**src/rtl/sea_iter_core_if.sv**
```systemverilog
// rtl/sea_iter_core_if.sv - block/key input and result output handshake bundle for sea_iter_core
interface sea_iter_core_if #(
  parameter int HALF_W = 48
);
  logic              in_valid;
  logic              in_ready;
  logic              mode;
  logic [HALF_W-1:0] in_l;
  logic [HALF_W-1:0] in_r;
  logic [HALF_W-1:0] in_key;
  logic              out_valid;
  logic              out_ready;
  logic [HALF_W-1:0] out_l;
  logic [HALF_W-1:0] out_r;
  logic              busy;

  modport master (
    output in_valid, mode, in_l, in_r, in_key, out_ready,
    input  in_ready, out_valid, out_l, out_r, busy
  );

  modport slave (
    input  in_valid, mode, in_l, in_r, in_key, out_ready,
    output in_ready, out_valid, out_l, out_r, busy
  );
endinterface

```
**src/rtl/sea_iter_core.sv**
```systemverilog
// rtl/sea_iter_core.sv - iterative SEA-style Feistel encrypt/decrypt engine, UNROLL rounds per clock
module sea_iter_core #(
  parameter int HALF_W = 48,
  parameter int WORD_W = 8,
  parameter int NR     = 48,
  parameter int UNROLL = 1
) (
  input  logic           clk,
  input  logic           rst_n,
  sea_iter_core_if.slave bus
);
  localparam int CW        = $clog2(NR + 1);
  localparam int NSLICE    = HALF_W / 3;
  localparam int DEC_SHIFT = (NR - 1) % HALF_W;
  localparam logic [CW-1:0] STEP = CW'(UNROLL);
  localparam logic [CW-1:0] LAST = CW'(NR);

  typedef enum logic [1:0] {IDLE, RUN, DONE} state_t;

  state_t            state, state_nx;
  logic [CW-1:0]     cnt, cnt_nx, cnt_inc;
  logic [HALF_W-1:0] l_q, r_q, k_q;
  logic [HALF_W-1:0] l_nx, r_nx, k_nx;
  logic              mode_q, mode_nx;
  logic              armed;
  logic [HALF_W-1:0] l1, r1, k1, l2, r2, k2;

  function automatic logic [2:0] sbox(input logic [2:0] x);
    logic [2:0] y;
    case (x)
      3'd0:    y = 3'd0;
      3'd1:    y = 3'd5;
      3'd2:    y = 3'd6;
      3'd3:    y = 3'd7;
      3'd4:    y = 3'd4;
      3'd5:    y = 3'd3;
      3'd6:    y = 3'd1;
      default: y = 3'd2;
    endcase
    return y;
  endfunction

  function automatic logic [HALF_W-1:0] f_fn(input logic [HALF_W-1:0] x, input logic [HALF_W-1:0] k);
    logic [HALF_W-1:0] m;
    logic [HALF_W-1:0] s;
    m = x ^ k;
    s = '0;
    for (int j = 0; j < NSLICE; j++) begin
      s[3*j +: 3] = sbox(m[3*j +: 3]);
    end
    return {s[HALF_W-2:0], s[HALF_W-1]};
  endfunction

  function automatic logic [HALF_W-1:0] rot_r_word(input logic [HALF_W-1:0] x);
    return {x[WORD_W-1:0], x[HALF_W-1:WORD_W]};
  endfunction

  function automatic logic [HALF_W-1:0] rot_l_word(input logic [HALF_W-1:0] x);
    return {x[HALF_W-WORD_W-1:0], x[HALF_W-1:HALF_W-WORD_W]};
  endfunction

  function automatic logic [HALF_W-1:0] rotl1(input logic [HALF_W-1:0] x);
    return {x[HALF_W-2:0], x[HALF_W-1]};
  endfunction

  function automatic logic [HALF_W-1:0] rotr1(input logic [HALF_W-1:0] x);
    return {x[0], x[HALF_W-1:1]};
  endfunction

  // Decrypt starts from the last round key; the shift is constant so this is pure wiring.
  function automatic logic [HALF_W-1:0] dec_start_key(input logic [HALF_W-1:0] x);
    logic [HALF_W-1:0] y;
    y = '0;
    for (int b = 0; b < HALF_W; b++) begin
      y[(b + DEC_SHIFT) % HALF_W] = x[b];
    end
    return y;
  endfunction

  // Returns {l', r'}; the decrypt branch is the exact inverse of the encrypt branch.
  function automatic logic [2*HALF_W-1:0] round_fn(input logic dec, input logic [HALF_W-1:0] l,
                                                   input logic [HALF_W-1:0] r, input logic [HALF_W-1:0] k);
    logic [2*HALF_W-1:0] y;
    if (!dec) y = {r, f_fn(r, k) ^ rot_r_word(l)};
    else      y = {rot_l_word(r ^ f_fn(l, k)), l};
    return y;
  endfunction

  always_comb begin
    {l1, r1} = round_fn(mode_q, l_q, r_q, k_q);
    k1       = mode_q ? rotr1(k_q) : rotl1(k_q);
    if (UNROLL == 2) begin
      {l2, r2} = round_fn(mode_q, l1, r1, k1);
      k2       = mode_q ? rotr1(k1) : rotl1(k1);
    end else begin
      l2 = l1;
      r2 = r1;
      k2 = k1;
    end
  end

  assign cnt_inc = cnt + STEP;

  always_comb begin
    state_nx = state;
    cnt_nx   = cnt;
    l_nx     = l_q;
    r_nx     = r_q;
    k_nx     = k_q;
    mode_nx  = mode_q;
    case (state)
      IDLE: begin
        if (bus.in_valid && armed) begin
          l_nx     = bus.in_l;
          r_nx     = bus.in_r;
          k_nx     = bus.mode ? dec_start_key(bus.in_key) : bus.in_key;
          mode_nx  = bus.mode;
          cnt_nx   = '0;
          state_nx = RUN;
        end
      end
      RUN: begin
        l_nx   = l2;
        r_nx   = r2;
        k_nx   = k2;
        cnt_nx = cnt_inc;
        if (cnt_inc == LAST) state_nx = DONE;
      end
      DONE: begin
        if (bus.out_ready) state_nx = IDLE;
      end
      default: state_nx = IDLE;
    endcase
  end

  always_ff @(posedge clk or negedge rst_n) begin
    if (!rst_n) begin
      state  <= IDLE;
      cnt    <= '0;
      l_q    <= '0;
      r_q    <= '0;
      k_q    <= '0;
      mode_q <= 1'b0;
      armed  <= 1'b0;
    end else begin
      state  <= state_nx;
      cnt    <= cnt_nx;
      l_q    <= l_nx;
      r_q    <= r_nx;
      k_q    <= k_nx;
      mode_q <= mode_nx;
      armed  <= 1'b1;
    end
  end

  // armed keeps in_ready low until the first clock after reset release.
  assign bus.in_ready  = (state == IDLE) && armed;
  assign bus.out_valid = (state == DONE);
  assign bus.busy      = (state != IDLE);
  assign bus.out_l     = l_q;
  assign bus.out_r     = r_q;
endmodule

```
**src/flat_wrapper.sv**
```systemverilog
// flat-port wrapper written by rule: the top's interface ports become plain ports
module sea_iter_core_flat 
#(
  parameter int HALF_W = 48,
  parameter int WORD_W = 8,
  parameter int NR     = 48,
  parameter int UNROLL = 1
)
  (clk, rst_n, bus_in_valid, bus_mode, bus_in_l, bus_in_r, bus_in_key, bus_out_ready, bus_in_ready, bus_out_valid, bus_out_l, bus_out_r, bus_busy);
  sea_iter_core_if #(.HALF_W(HALF_W)) bus_i ();
  input  logic clk;
  input  logic rst_n;
  input wire logic [$bits(bus_i.in_valid)-1:0] bus_in_valid;
  input wire logic [$bits(bus_i.mode)-1:0] bus_mode;
  input wire logic [$bits(bus_i.in_l)-1:0] bus_in_l;
  input wire logic [$bits(bus_i.in_r)-1:0] bus_in_r;
  input wire logic [$bits(bus_i.in_key)-1:0] bus_in_key;
  input wire logic [$bits(bus_i.out_ready)-1:0] bus_out_ready;
  output wire logic [$bits(bus_i.in_ready)-1:0] bus_in_ready;
  output wire logic [$bits(bus_i.out_valid)-1:0] bus_out_valid;
  output wire logic [$bits(bus_i.out_l)-1:0] bus_out_l;
  output wire logic [$bits(bus_i.out_r)-1:0] bus_out_r;
  output wire logic [$bits(bus_i.busy)-1:0] bus_busy;
  assign bus_i.in_valid = bus_in_valid;
  assign bus_i.mode = bus_mode;
  assign bus_i.in_l = bus_in_l;
  assign bus_i.in_r = bus_in_r;
  assign bus_i.in_key = bus_in_key;
  assign bus_i.out_ready = bus_out_ready;
  assign bus_in_ready = bus_i.in_ready;
  assign bus_out_valid = bus_i.out_valid;
  assign bus_out_l = bus_i.out_l;
  assign bus_out_r = bus_i.out_r;
  assign bus_busy = bus_i.busy;
  sea_iter_core #(.HALF_W(HALF_W), .WORD_W(WORD_W), .NR(NR), .UNROLL(UNROLL)) u_core (.clk(clk), .rst_n(rst_n), .bus(bus_i));
endmodule
```
**config.mk**
```make
export PLATFORM = sky130hd
export DESIGN_NAME = sea_iter_core_flat
export DESIGN_NICKNAME = d
export VERILOG_FILES = /design/src/rtl/sea_iter_core_if.sv /design/src/rtl/sea_iter_core.sv /design/src/flat_wrapper.sv
export SDC_FILE = /design/constraint.sdc
export NUM_CORES = 1
export LEC_CHECK = 0
export ABC_AREA = 1
export ABC_CLOCK_PERIOD_IN_PS = 1700
export CAP_MARGIN = 5
export CORE_ASPECT_RATIO = 1.5
export CORE_MARGIN = 2
export CORE_UTILIZATION = 45
export CTS_BUF_LIST = sky130_fd_sc_hd__clkbuf_8
export CTS_CLUSTER_DIAMETER = 50
export CTS_CLUSTER_SIZE = 28
export DETAILED_ROUTE_END_ITERATION = 8
export DONT_BUFFER_PORTS = 1
export GPL_TIMING_DRIVEN = 0
export PLACE_DENSITY = 0.66
export SYNTH_ARGS = -nofsm -noshare
export SYNTH_HDL_FRONTEND = slang
export SYNTH_SLANG_ARGS = --single-unit
```
**constraint.sdc**
```tcl
create_clock -name clk -period 1.7 [get_ports clk]
set_clock_uncertainty 0.1 [all_clocks]
set_input_delay 0.34 -clock clk [delete_from_list [all_inputs] [get_ports clk]]
set_output_delay 0.34 -clock clk [all_outputs]
set_load 0.02 [all_outputs]
```
==> results of run 1 <==
## cell families after synthesis
logic type | share of synthesized area
XOR/XNOR | 0.001908
AND/OR/NAND/NOR | 0.4344
adder cells (fa/ha/maj) | 0.0009080
other | 0.0002722
AO/OA/AOI/OAI | 0.1826
flip-flops | 0.2797
buffers and inverters | 0.1002
## Yosys cell counts
master,n,share of area
inv_4,1,0.00045
xor2_1,3,0.0019
buf_2,42,0.015
nor2_1,241,0.066
o211ai_1,1,0.00055
ha_1,1,0.00091
o22ai_1,2,0.00091
buf_1,10,0.0027
conb_1,1,0.00027
o21ai_1,18,0.0065
a21oi_1,241,0.088
a31oi_1,48,0.022
nand2_1,1059,0.29
buf_6,9,0.0074
nand3_1,214,0.078
nand2_2,1,0.00045
a22o_1,1,0.00064
o21ai_0,178,0.065
buf_4,9,0.0049
dfrtp_1,154,0.28
nor2_4,2,0.0016
inv_2,5,0.0014
nor3_1,1,0.00036
inv_1,214,0.058
clkbuf_1,36,0.0098
## repair_timing
action,4_1_cts,5_1_grt
pin swaps,3,23
buffers inserted,7,3
gates cloned,2,0
hold endpoints to repair,296,154
endpoints found under the setup margin,148,142
resized for setup,213,198
## report_power, final
part | internal, mW | leakage [nW] | switching, mW | total [mW]
Sequential | 5.92 | 1.71 | 5.67 | 11.6
Combinational | 10.9 | 7.25 | 20.3 | 31.2
Clock | 1.57 | 0.211 | 1.67 | 3.24
Total | 18.4 | 9.17 | 27.7 | 46.0
## registers in the layout (all words and copies together) (netlist names)
signal and cells:
u_core.bus.out_r 48, u_core.state 2, u_core.mode_q 1, u_core.k_q 48
u_core.armed 1, u_core.cnt 6, u_core.bus.out_l 48
## worst max-delay path by stage
| stage | cells after the start | end | slack, ns | start |
|---|---|---|---|---|
| global placement | 6 | u_core.bus.out_l[18] | -0.51 | u_core.mode_q |
| finish | 9 | u_core.bus.out_l[30] | -0.08 | u_core.bus.out_l[21] |
| CTS | 3 | bus_in_ready | -0.05 | u_core.state[0] |
| detailed placement | 6 | u_core.bus.out_l[19] | -0.47 | u_core.mode_q |
| floorplan | 8 | u_core.bus.out_r[28] | 0.18 | u_core.state[0] |
| global route | 8 | u_core.bus.out_r[22] | -0.12 | u_core.state[0] |
## final cells by class
class | count | share of cell area
Sequential cell | 154 | 0.2283
Clock buffer | 17 | 0.01360
Tap cell | 400 | 0.02909
Multi-Input combinational cell | 2012 | 0.5228
Inverter | 220 | 0.05003
Timing Repair Buffer | 153 | 0.09177
Buffer | 105 | 0.05366
Clock inverter | 15 | 0.01076
## cells in the final DEF, fill, tap and decap left out, types with 27 or more instances in the layout
cell              n
buf_4            27
dlygate4sd3_1   141
dfrtp_1          95
o21ai_0         125
a21oi_2          41
nand2_1        1029
a31oi_1          48
nand3_1         205
dfrtp_2          59
o21ai_2          29
a21oi_1         198
o21ai_1          40
nand2_2          28
inv_1           198
nor2_1          239
## layer usage
layer | up-vias | global-route usage | part of all wire
met2 | 908 | 0.6736 | 0.48
met1 | 8225 | 0.4511 | 0.37
li1 | 8328 | - | -
met5 | - | 0 | 0
met3 | 221 | 0.06159 | 0.075
met4 | 0 | 0.2741 | 0.071
## worst max-delay path, stage by stage (launching register included)
cell and delay [ns]:
dfrtp_2 0.60, clkinvlp_4 0.32, nand2_2 0.13, nand2_2 0.07, nand2_2 0.08, nand2_1 0.06
nand2_1 0.07, nand3_2 0.09, nand2_2 0.08, a21oi_2 0.05
## per-stage QoR
step	TNS, ns	hold slack, ns	util
floorplan	0	-0.05559	-
global placement	-38.26	-0.05090	0.4734
detailed placement	-39.72	-0.05018	0.4734
CTS	-0.06070	-0.6211	0.5568
global route	-4.970	-0.6176	0.5706
finish	-0.4105	-0.5974	0.5706
==> key figures, run 1 <==
Floorplan
  – Die Area: 32060 µm²
  – Initial Utilization: 0.4569
  – Core area: 30160 µm²
  – Row Count: 78
  – Die extent in x: 146.9 µm
  – # IOs: 248
  – Die height: 218.3 µm

STA
  – Final Max Slew Viols: 0
  – Worst Hold Slack: -0.5974 ns
  – Slew @ Worst Pin: 0.7638 ns
  – Period utilisation layout: 1.050
  – Final setup viols: 16
  – Slew HR: 0.4908
  – Tmin final: 1.785 ns
  – FMAX: 560.4 MHz
  – RSZ-0062 raised after global routing: yes
  – Setup WS post-layout: -0.08458 ns
  – Count of final hold-check violations: 154

Yosys
  – Synth unique cells: 25
  – Syn_nets: 2642
  – FF+latch count, synth: 154
  – Cell count after synthesis: 2492
  – Sequential area share after synthesis: 0.2797
  – Cell Area, Synth: 13780 µm²
  – Avg Cell Area, Syn: 5.528 µm²
  – Yosys warning total: 0

Placed design
  – Placed insts: 2892
  – Port Buf Inserts: 0
  – Pre-CTS setup slack: -0.4725 ns
  – Post-DP HPWL: 47970 µm
  – Gp weighted congestion: 0.9737
  – Cell Area, Placed: 14280 µm²

Pwr
  – Max IR drop VDD: 1271 µV
  – Pwr per Cell Area: 2674 nW/µm²
  – Leakage: 9.167 nW
  – Power Total: 46.02 mW

Clock tree
  – Clk buf depth: 2
  – # hold bufs at CTS: 141
  – CTS tree: built
  – CTS Sinks: 154
  – Clock root cell: clkbuf_8
  – H-tree Lvls: 4
  – Num CTS Buffers: 17
  – Clk Latency, worst-skew pair: 0.53 ns
  – Worst-path clk slew: 0.10 ns

Setup path
  – Reg-to-Reg End: u_core.bus.out_l[30]
  – R2R setup slack: -0.08 ns
  – Worst Path Arrival: 2.09 ns
  – CP Class: register to register
  – Worst r2r src: u_core.bus.out_l[21]
  – Worst-path fanout max: 6
  – R2R depth: 9
  – CP Launch Type: register
  – Worst endpoint required time: 2.00 ns
  – Worst setup EP type: register

Drt
  – Residual DRC count: 0
  – Final ANT Viol Nets: 0
  – Drt first pass iters: 6
  – Post-Route WL: 64600 µm
  – DR vias: 17682
  – Vias per cell: 5.748
  – WL/cell: 21.00 µm
  – Initial drt markers: 1618

Global route
  – Vias in the first global route: 16579
  – First-pass GRT wire length: 95750 µm
  – Largest net degree at the start of global routing: 155
  – Total gr overflow: 0
  – GRT Total Usage: 0.3943
  – Antenna violations before repair: 0

Flow run
  – MaxCap Viol Count: 0

Status
  – Status: finished with violations
  – Failing checks: hold timing, setup timing

Cells and area
  – Register Area: 3928 µm²
  – Synth-to-Final Area Change: 24.89%
  – Multi-input gate area: 8996 µm²
  – Share of cells above drive strength 1: 0.1259
  – Fillers: 3068
  – Final net count: 2813
  – Final instance area: 17210 µm²
  – Final cell count without fillers: 3076
  – Antenna Cells: 0

Hold path
  – Worst hold path type: input port to asynchronous set/reset pin
Power figures use the tool's default switching activity.
==> run 2, diff against run 1 <==
- CAP_MARGIN: 5 -> not set
- DONT_BUFFER_PORTS: 1 -> not set
- PLACE_DENSITY: 0.66 -> 0.76
==> key figures, run 2 (same netlist as run 1, synthesis figures left out) <==
Clock tree
  – Clock root cell: clkbuf_8
  – Num CTS Buffers: 17 (unchanged)
  – CTS Sinks: 154 (unchanged)
  – Clk Latency, worst-skew pair: 0.55 ns (+0.02 ns)
  – H-tree Lvls: 4 (unchanged)
  – CTS tree: built
  – Clk buf depth: 2 (unchanged)
  – Worst-path clk slew: 0.10 ns (about the same)

Cells and area
  – Commonest cells after routing, fill and taps aside: 1051 x nand2_1, 208 x nand3_1, 206 x inv_1
  – Final net count: 3023 (+7.5%)
  – Synth-to-Final Area Change: 39.33%
  – Share of cells above drive strength 1: 0.1906 (+0.06464)
  – Fillers: 2908 (-5.2%)
  – Final instance area: 19200 µm² (+12%)
  – Multi-input gate area: 9045 µm² (+0.54%)
  – Register Area: 3956 µm² (+0.73%)
  – Commonest non-fill, non-tap cell in the layout: nand2_1

Flow run
  – MaxCap Viol Count: 0 (unchanged)

Pwr
  – Power Total: 50.73 mW (+10%)
  – Leakage: 10.06 nW (+9.8%)
  – Max IR drop VDD: 1267 µV (-0.27%)
  – Pwr per Cell Area: 2643 nW/µm² (-1.2%)

Placed design
  – Post-DP HPWL: 50310 µm (+4.9%)
  – Port Buf Inserts: 246 (+246)
  – Cell Area, Placed: 16770 µm² (+17%)
  – Gp weighted congestion: 0.9966 (+2.4%)

STA
  – FMAX: 562.7 MHz (+0.43%)
  – Slew @ Worst Pin: 0.7333 ns (-0.03051 ns)
  – Final Max Slew Viols: 0 (unchanged)
  – Slew HR: 0.5112 (+0.02034)
  – Setup WS post-layout: -0.07703 ns (+0.007555 ns)
  – Period utilisation layout: 1.045 (-0.004444)
  – Final setup viols: 68 (+52)
  – RSZ-0062 raised after global routing: yes
  – Tmin final: 1.777 ns (-0.007555 ns)
  – Count of final hold-check violations: 0 (-100%)

Setup path
  – Worst endpoint required time: 2.06 ns (+0.06 ns)
  – CP Class: register to register
  – CP Launch Type: register
  – Worst setup EP type: register
  – Worst Path Arrival: 2.13 ns (+0.04 ns)
  – Worst-path fanout max: 8 (+2)

Floorplan
  – Die Area: 32060 µm² (unchanged)
  – Row Count: 78 (unchanged)
  – Die extent in x: 146.9 µm (unchanged)
  – Core area: 30160 µm² (unchanged)
  – Die height: 218.3 µm (unchanged)
  – # IOs: 248 (unchanged)
  – Initial Utilization: 0.4569 (unchanged)

Global route
  – Total gr overflow: 0 (unchanged)
  – Largest net degree at the start of global routing: 113 (-27%)
  – Vias in the first global route: 17482 (+5.4%)
  – GRT Total Usage: 0.4149 (+0.02060)
  – First-pass GRT wire length: 100600 µm (+5.0%)
  – Antenna violations before repair: 2 (+2)

Hold path
  – Worst hold path type: input port to asynchronous set/reset pin

Status
  – Failing checks: setup timing
  – Status: finished with violations

Drt
  – WL/cell: 20.84 µm (-0.77%)
  – Initial drt markers: 2179 (+35%)
  – Post-Route WL: 68500 µm (+6.0%)
  – Vias per cell: 5.743 (about the same)
  – Final ANT Viol Nets: 0 (unchanged)
  – DR vias: 18878 (+6.8%)
  – Residual DRC count: 0 (unchanged)
  – Drt first pass iters: 6 (unchanged)
[run 2: changes by cell type in the layout (fill, tap and decap cells not counted), sizes merged, moves of 2 or more]
cell           delta
clkdlybuf4s15    +80
clkinv            -2
clkbuf            +8
dlygate4sd3     -140
clkdlybuf4s50   +146
bufinv            -3
buf             +117
inv               +4
[run 2: worst max-delay path, cell delays in order (launching register included)]
cell	delay (ns)
dfrtp_1	0.42
inv_2	0.08
nand2_4	0.07
nor2_4	0.22
nor2_4	0.08
clkinv_4	0.14
buf_12	0.20
buf_12	0.16
nor2_1	0.04
a31oi_1	0.17
[run 2: metal layers]
metal | vias to the layer above | wire [µm] | part of all wire | GRT usage
li1 | 8741 | - | - | -
met2 | 1138 | 32820 | 0.48 | 0.7100
met1 | 8731 | 24780 | 0.36 | 0.4826
met3 | 268 | 5548 | 0.081 | 0.04948
met5 | - | 0 | 0 | 0
met4 | 0 | 5354 | 0.078 | 0.2896
[run 2: layout make-up]
| class | count | area share |
|---|---|---|
| Multi-Input combinational cell | 2012 | 0.4712 |
| Clock inverter | 15 | 0.007887 |
| Inverter | 220 | 0.04497 |
| Clock buffer | 17 | 0.01219 |
| Sequential cell | 154 | 0.2061 |
| Tap cell | 400 | 0.02607 |
| Antenna cell | 1 | 0.0001304 |
| Buffer | 106 | 0.05032 |
| Timing Repair Buffer | 362 | 0.1811 |
[run 2: per-stage QoR]
stage | std cells | setup TNS, ns | hold WS, ns | worst slack (ns) | util
floorplan | 2492 | 0 | -0.05559 | 0.1835 | -
global placement | 3138 | -1077.87 | 0.3828 | -6.564 | 0.5551
detailed placement | 3139 | -75.70 | 0.1565 | -0.8533 | 0.5562
CTS | 3278 | -1.244 | 0.1685 | -0.08739 | 0.6138
global route | 3287 | -9.130 | 0.2012 | -0.1145 | 0.6365
finish | 3287 | -1.540 | 0.1663 | -0.07703 | 0.6365
[run 2: worst paths after layout]
path / slack (ns) / from / to / cells after the start
max: -0.08 / u_core.state[0] / u_core.k_q[33] / 9
min: 0.17 / rst_n / u_core.cnt[0] / 2
max reg2reg: -0.08 / u_core.state[0] / u_core.k_q[33] / 9
min reg2reg: 0.41 / u_core.cnt[5] / u_core.cnt[5] / 2
max in group asynchronous: 0.36 / rst_n / u_core.bus.out_r[21] / 3
min in group clk: 0.26 / bus_out_ready / u_core.state[1] / 2
[run 2: report_power, final]
group	internal, mW	switching, mW	total [mW]
registers	6.00	2.27	8.27
clock network	1.20	1.83	3.03
logic	14.3	25.1	39.4
total	21.5	29.2	50.7
[run 2: timing repair]
item                                    4_1_cts  5_1_grt
pin swaps                                     2        6
hold buffers                                  1        0
gates cloned                                  0        5
endpoints found under the hold margin        42        0
buffers inserted                            106        3
gates resized for setup                     531      201
endpoints found under the setup margin      245      155
==> run 3, diff against run 2 <==
- CORE_UTILIZATION: 45 -> 49
- PLACE_DENSITY: 0.76 -> 0.81
- REMOVE_ABC_BUFFERS: not set -> 1
==> key figures, run 3 (same netlist as run 1, synthesis figures left out) <==
Placed design
  – Gp weighted congestion: 0.9411 (-5.6%)
  – Placed insts: 2987 (-4.8%)
  – Post-DP HPWL: 39200 µm (-22%)
  – Cell Area, Placed: 16360 µm² (-2.4%)
  – Pre-CTS setup slack: -1.776 ns (-0.9226 ns)
  – Port Buf Inserts: 247 (+0.41%)

Flow run
  – MaxCap Viol Count: 0 (unchanged)

Global route
  – Antenna violations before repair: 1 (-1)
  – First-pass GRT wire length: 97210 µm (-3.3%)
  – Largest net degree at the start of global routing: 98 (-13%)
  – Vias in the first global route: 17620 (+0.79%)
  – GRT Total Usage: 0.4289 (+0.01404)
  – Total gr overflow: 0 (unchanged)

STA
  – Final Max Slew Viols: 0 (unchanged)
  – Count of final hold-check violations: 0 (unchanged)
  – Slew HR: 0.3228 (-0.1884)
  – Worst Hold Slack: 0.2503 ns (+0.08405 ns)
  – FMAX: 532.8 MHz (-5.3%)
  – Setup TNS: -9.389 ns (-7.849 ns)
  – Tmin final: 1.877 ns (+0.09977 ns)
  – Final setup viols: 149 (+120%)
  – Slew @ Worst Pin: 1.014 ns (+0.2811 ns)
  – RSZ-0062 raised after global routing: yes
  – Setup WS post-layout: -0.1768 ns (-0.09977 ns)
  – Period utilisation layout: 1.104 (+0.05869)

Setup path
  – R2R depth: 11 (+2)
  – Worst r2r src: u_core.state[1]
  – Worst path slowest cell: dfrtp_1
  – Worst setup EP type: register
  – CP Launch Type: register
  – Worst endpoint required time: 2.03 ns (-0.03 ns)
  – Worst Path Arrival: 2.21 ns (+0.08 ns)
  – Reg-to-Reg End: u_core.k_q[7]
  – Worst-path fanout max: 7 (-1)
  – CP Class: register to register
  – Crit path largest cell delay: 0.39 ns (-0.03 ns)
  – CP Cell Sequence: inv_2 -> nand2_4 -> buf_16 -> inv_16 -> nor2_4 -> buf_12 -> inv_16 -> buf_6 -> buf_16 -> nor2_1 -> a31oi_1
  – R2R setup slack: -0.18 ns (-0.10 ns)

Pwr
  – Max IR drop VDD: 1458 µV (+15%)
  – Leakage: 9.831 nW (-2.3%)
  – Pwr per Cell Area: 2660 nW/µm² (+0.67%)
  – Power Total: 49.81 mW (-1.8%)

Floorplan
  – Die Area: 29500 µm² (-8.0%)
  – # IOs: 248 (unchanged)
  – Die extent in x: 140.9 µm (-4.1%)
  – Initial Utilization: 0.4960 (+0.03914)
  – Die height: 209.4 µm (-4.1%)
  – Core area: 27780 µm² (-7.9%)
  – Row Count: 75 (-3.8%)

Drt
  – WL/cell: 20.64 µm (-0.94%)
  – Post-Route WL: 64930 µm (-5.2%)
  – Initial drt markers: 2037 (-6.5%)
  – Residual DRC count: 1 (+1)
  – Final ANT Viol Nets: 0 (unchanged)
  – DR vias: 18597 (-1.5%)
  – Drt first pass iters: 9 (+3)
  – Vias per cell: 5.913 (+3.0%)

Clock tree
  – CTS Sinks: 154 (unchanged)
  – Clk Latency, worst-skew pair: 0.52 ns (-0.03 ns)
  – Worst-path clk slew: 0.09 ns (about the same)
  – Num CTS Buffers: 17 (unchanged)
  – Clk buf depth: 2 (unchanged)
  – H-tree Lvls: 4 (unchanged)
  – Clock root cell: clkbuf_8
  – CTS tree: built

Status
  – Failing checks: DRC, setup timing
  – Status: finished with violations

Cells and area
  – Final cell count without fillers: 3145 (-4.3%)
  – Commonest cells after routing, fill and taps aside: 1056 x nand2_1, 214 x nand3_1, 214 x a21oi_1
  – Final instance area: 18720 µm² (-2.5%)
  – Share of cells above drive strength 1: 0.1558 (-0.03481)
  – Antenna Cells: 0 (-1)
  – Post-layout util: 0.6741 (+0.03751)
  – Fillers: 2507 (-14%)
  – Synth-to-Final Area Change: 35.90%
  – Commonest non-fill, non-tap cell in the layout: nand2_1
  – Final net count: 2936 (-2.9%)

Hold path
  – Worst hold path type: input port to asynchronous set/reset pin
[run 3: layout make-up]
cell class / instances / area (µm²) / area share
multi-input cells: 2012 / 8866 / 0.4735
repair buffers: 371 / 4038 / 0.2157
flip-flops and latches: 154 / 3954 / 0.2112
inverters: 220 / 889.6 / 0.04751
well taps: 346 / 432.9 / 0.02312
clock buffers: 20 / 275.3 / 0.01470
clock inverters: 12 / 147.6 / 0.007886
repair inverters: 10 / 120.1 / 0.006415
[run 3: report_power, final]
part / switching (mW) / internal, mW / leakage (nW)
Clock: 1.60 / 1.55 / 0.208
Sequential: 2.68 / 6.00 / 1.69
Combinational: 24.2 / 13.8 / 7.93
Total: 28.5 / 21.3 / 9.83
[run 3: routing by layer]
layer / vias to the layer above / track usage / wire length (µm)
li1: 8577 / - / -
met5: - / 0 / 14
met2: 1156 / 0.7041 / 30040
met3: 346 / 0.06913 / 5744
met4: 2 / 0.3566 / 6395
met1: 8516 / 0.4876 / 22730
[run 3: how the worst max path moves through the flow]
stage                     from              endpoint  slack, ns  cells after the start
6_report       u_core.state[1]         u_core.k_q[7]      -0.18                     11
2_1_floorplan  u_core.state[1]         u_core.cnt[3]      -4.93                      6
4_1_cts        u_core.state[0]          bus_in_ready       -0.1                      4
3_5_place_dp   u_core.state[1]         u_core.k_q[5]      -1.78                      9
5_1_grt        u_core.state[0]  u_core.bus.out_r[31]      -0.24                     10
3_3_place_gp   u_core.state[1]         u_core.cnt[3]      -9.26                      6
[run 3: repair_timing]
action,CTS,global route
gates resized for setup,476,81
endpoints found under the hold margin,72,0
endpoints found under the setup margin,252,164
pin swaps,9,3
cloned,25,3
setup buffers,92,7
hold buffers,1,0
[run 3: critical path, delay by kind of cell (launching register included)]
family	cells	cell delay, ns
flops	1	0.39
buf+inv	7	0.92
simple gates	3	0.20
compound gates	1	0.16
==> RTL change, RTL diff (config.mk and constraints of run 1) <==
Encoding of `state_t`: now one-hot (3 bits for 3 states).
--- a/src/rtl/sea_iter_core.sv
+++ b/src/rtl/sea_iter_core.sv
@@ -16,5 +16,5 @@
   localparam logic [CW-1:0] LAST = CW'(NR);
 
-  typedef enum logic [1:0] {IDLE, RUN, DONE} state_t;
+  typedef enum logic [2:0] {IDLE = 3'b001, RUN = 3'b010, DONE = 3'b100} state_t;
 
   state_t            state, state_nx;
Check against the original RTL: same outputs for any inputs over 4 cycles, from zero or initial values and one cycle with rst_n low; so few cycles prove little.
==> RTL change against run 1 <==
  * Maximum frequency shrank 9.6%
  * Power fell by 19%
  * Count of clock-buffer cells in the layout is 4 higher
  * Die area increased by 0.32%
  * Critical path type unchanged
  * Global-route usage up 1.0 points
  * Worst setup slack got worse by 0.19 ns
  * Synthesized cell count rose by 0.36%
  * Design area fell by 1.9%
  * Routed wire length grew 2.1%
  * Final cell count shrank 0.20%
  * Sequential cell count is 1 higher
  * The run still ends with negative hold slack, negative setup slack left
  * Area after synthesis rose by 0.33%
==> RTL change: results (changes against run 1) <==
| Metric | Value |
|---|---|
| TNS Setup | `-31.61 ns (-31.20 ns)` |
| Final-layout fill cell count | `3110 (+1.4%)` |
| Post-synthesis xor/xnor area fraction | `0% (-0.19 points)` |
| Vias in the first global route | `16900 (+2.1%)` |
| Max stage delay on crit path | `0.59 ns` |
| Multiplexer share of the synthesized area | `0.797% (+0.80 points)` |
| Final Net Count | `2803 (-0.36%)` |
| I/O Buffers | `0 (unchanged)` |
| Avg WL per Cell | `21.5 µm (+2.3%)` |
| Post-synthesis cell type count | `29 (+16%)` |
| Placed Instance Area | `0.0145 mm² (+1.7%)` |
| Clock tree buffer depth | `2 (unchanged)` |
| Crit-path slowest cell | `dfstp_2` |
| Failing checks | `negative hold slack, negative setup slack` |
| Synth Area in Adders | `0.0905% (-0.00030 points)` |
| Hold WS | `-0.591 ns (+0.00611 ns)` |
| Final hold viol count | `155 (+0.65%)` |
| Slew Limit Headroom | `48.5% (-0.59 points)` |
| DRT Pass-1 Iters | `6 (unchanged)` |
| Final setup vio count | `156 (+140)` |
| Crit-path max FO | `10 (+4)` |
| H-tree lvl count | `4 (unchanged)` |
| Area occupied by multi-input gates | `0.00903 mm² (+0.35%)` |
| GRT Total Usage | `40.4% (+1.0 points)` |
| DP Cell Count | `2901 (+0.31%)` |
| Fin. max-slew vios | `0 (unchanged)` |
| Maximum VDD drop | `1020 µV (-20%)` |
| CTS root buffer | `clkbuf_8` |
| Compound-gate portion of the synthesized area | `16.7% (-1.6 points)` |
| First-pass GRT wire length | `98000 µm (+2.4%)` |
| Post-Syn Nets | `2651 (+0.34%)` |
| Largest net degree at the start of global routing | `156 (+0.65%)` |
| CTS Buf Count | `17 (unchanged)` |
| Final wirelength | `66000 µm (+2.1%)` |
| Crit path arrival time | `2.28 ns (+0.19 ns)` |
| Antenna violations before repair | `2 (+2)` |
| RePlAce Congestion | `1.00 (+2.7%)` |
| Synth Warn # | `0 (unchanged)` |
| Vias per cell | `5.75 (about the same)` |
| Mean Syn Cell Area | `5.53 µm² (about the same)` |
| Clock latency on the worst-skew pair | `0.52 ns` |
| Static Leak | `8.96 nW (-2.2%)` |
| Sequential fraction of the synthesis area | `28.1% (+0.099 points)` |
| Worst Hold Class | `in -> async` |
| Commonest cells post-synth | `nand2_1 (1200), nand3_1 (235), inv_1 (220)` |
| DR iter-0 viols | `1914 (+18%)` |
| Status | `complete, but fails checks` |
| Share of cells above drive strength 1 | `7.84% (-4.8 points)` |
| Clock-pin slew on the worst setup and hold paths | `0.10 ns (about the same)` |
| Setup WS post-layout | `-0.275 ns (-0.190 ns)` |
| HPWL Detailed | `50000 µm (+4.1%)` |
| Area contributors post-synth | `nand2_1 (33%), dfrtp_1 (28%), nand3_1 (8.5%), a21oi_1 (7.0%), o21ai_0 (6.6%)` |
-- RTL change: stage by stage --
| step | setup WS (ns) | hold WS [ns] |
|---|---|---|
| 5_1_grt | -0.331 | -0.603 |
| 6_report | -0.275 | -0.591 |
| 2_1_floorplan | -0.0263 | -0.0556 |
| 3_3_place_gp | -0.749 | -0.0523 |
| 4_1_cts | -0.269 | -0.616 |
| 3_5_place_dp | -0.739 | -0.0511 |
-- RTL change: path summary, 6_finish.rpt --
| check | cells past startpoint | slack [ns] | startpoint | endpoint |
|---|---|---|---|---|
| min in group clk | 4 | 0.03 | bus_in_key[45] | u_core.k_q[45] |
| hold / removal | 0 | -0.59 | rst_n | u_core.bus.out_r[7] |
| hold reg to reg | 1 | 0.48 | u_core.cnt[0] | u_core.cnt[0] |
| max in group asynchronous | 0 | 1.83 | rst_n | u_core.bus.out_l[30] |
| setup / recovery | 7 | -0.27 | u_core.state[0] | u_core.bus.out_r[47] |
| setup reg to reg | 7 | -0.27 | u_core.state[0] | u_core.bus.out_r[47] |
-- RTL change: report_power, final --
part	switching [mW]	total [mW]	internal [mW]
Clock	1.59	3.02	1.43
Combinational	15.9	23.5	7.62
Sequential	5.37	10.8	5.47
Total	22.8	37.3	14.5
-- RTL change: final cells by class --
type,instances,area share [%]
clock buffers,21,1.71
inverters,222,4.95
flip-flops and latches,155,23.1
multi-input cells,2023,53.5
diodes,4,0.0593
well taps,400,2.97
repair buffers,134,7.98
plain buffers,100,5.13
clock inverters,11,0.615
-- RTL change: per-layer routing --
metal,vias up,global-route usage (%),wire (µm)
met5,-,0,0
met1,8174,46.4,23900
met2,950,67.4,31000
li1,8317,-,-
met3,212,9.04,6380
met4,0,26.8,4690
-- RTL change: critical path, delay by kind of cell (launching register included) --
| family | cells | cell delay (ns) |
|---|---|---|
| flops | 1 | 0.59 |
| simple gates | 3 | 0.53 |
| compound gates | 2 | 0.26 |
| buf+inv | 2 | 0.37 |
-- RTL change: repair_timing --
item | 4_1_cts | 5_1_grt
pin swaps | 3 | 2
hold buffers | 124 | 2
gates cloned | 0 | 1
resized for setup | 112 | 131
endpoints found under the setup margin | 157 | 157
buffers inserted | 4 | 3
endpoints found under the hold margin | 272 | 157
-- RTL change: kinds of logic after synthesis --
kind of cell / Yosys count
other: 1
buffers and inverters: 323
adder cells (fa/ha/maj): 1
flip-flops: 155
multiplexers: 11
AND/OR/NAND/NOR: 1575
AO/OA/AOI/OAI: 435
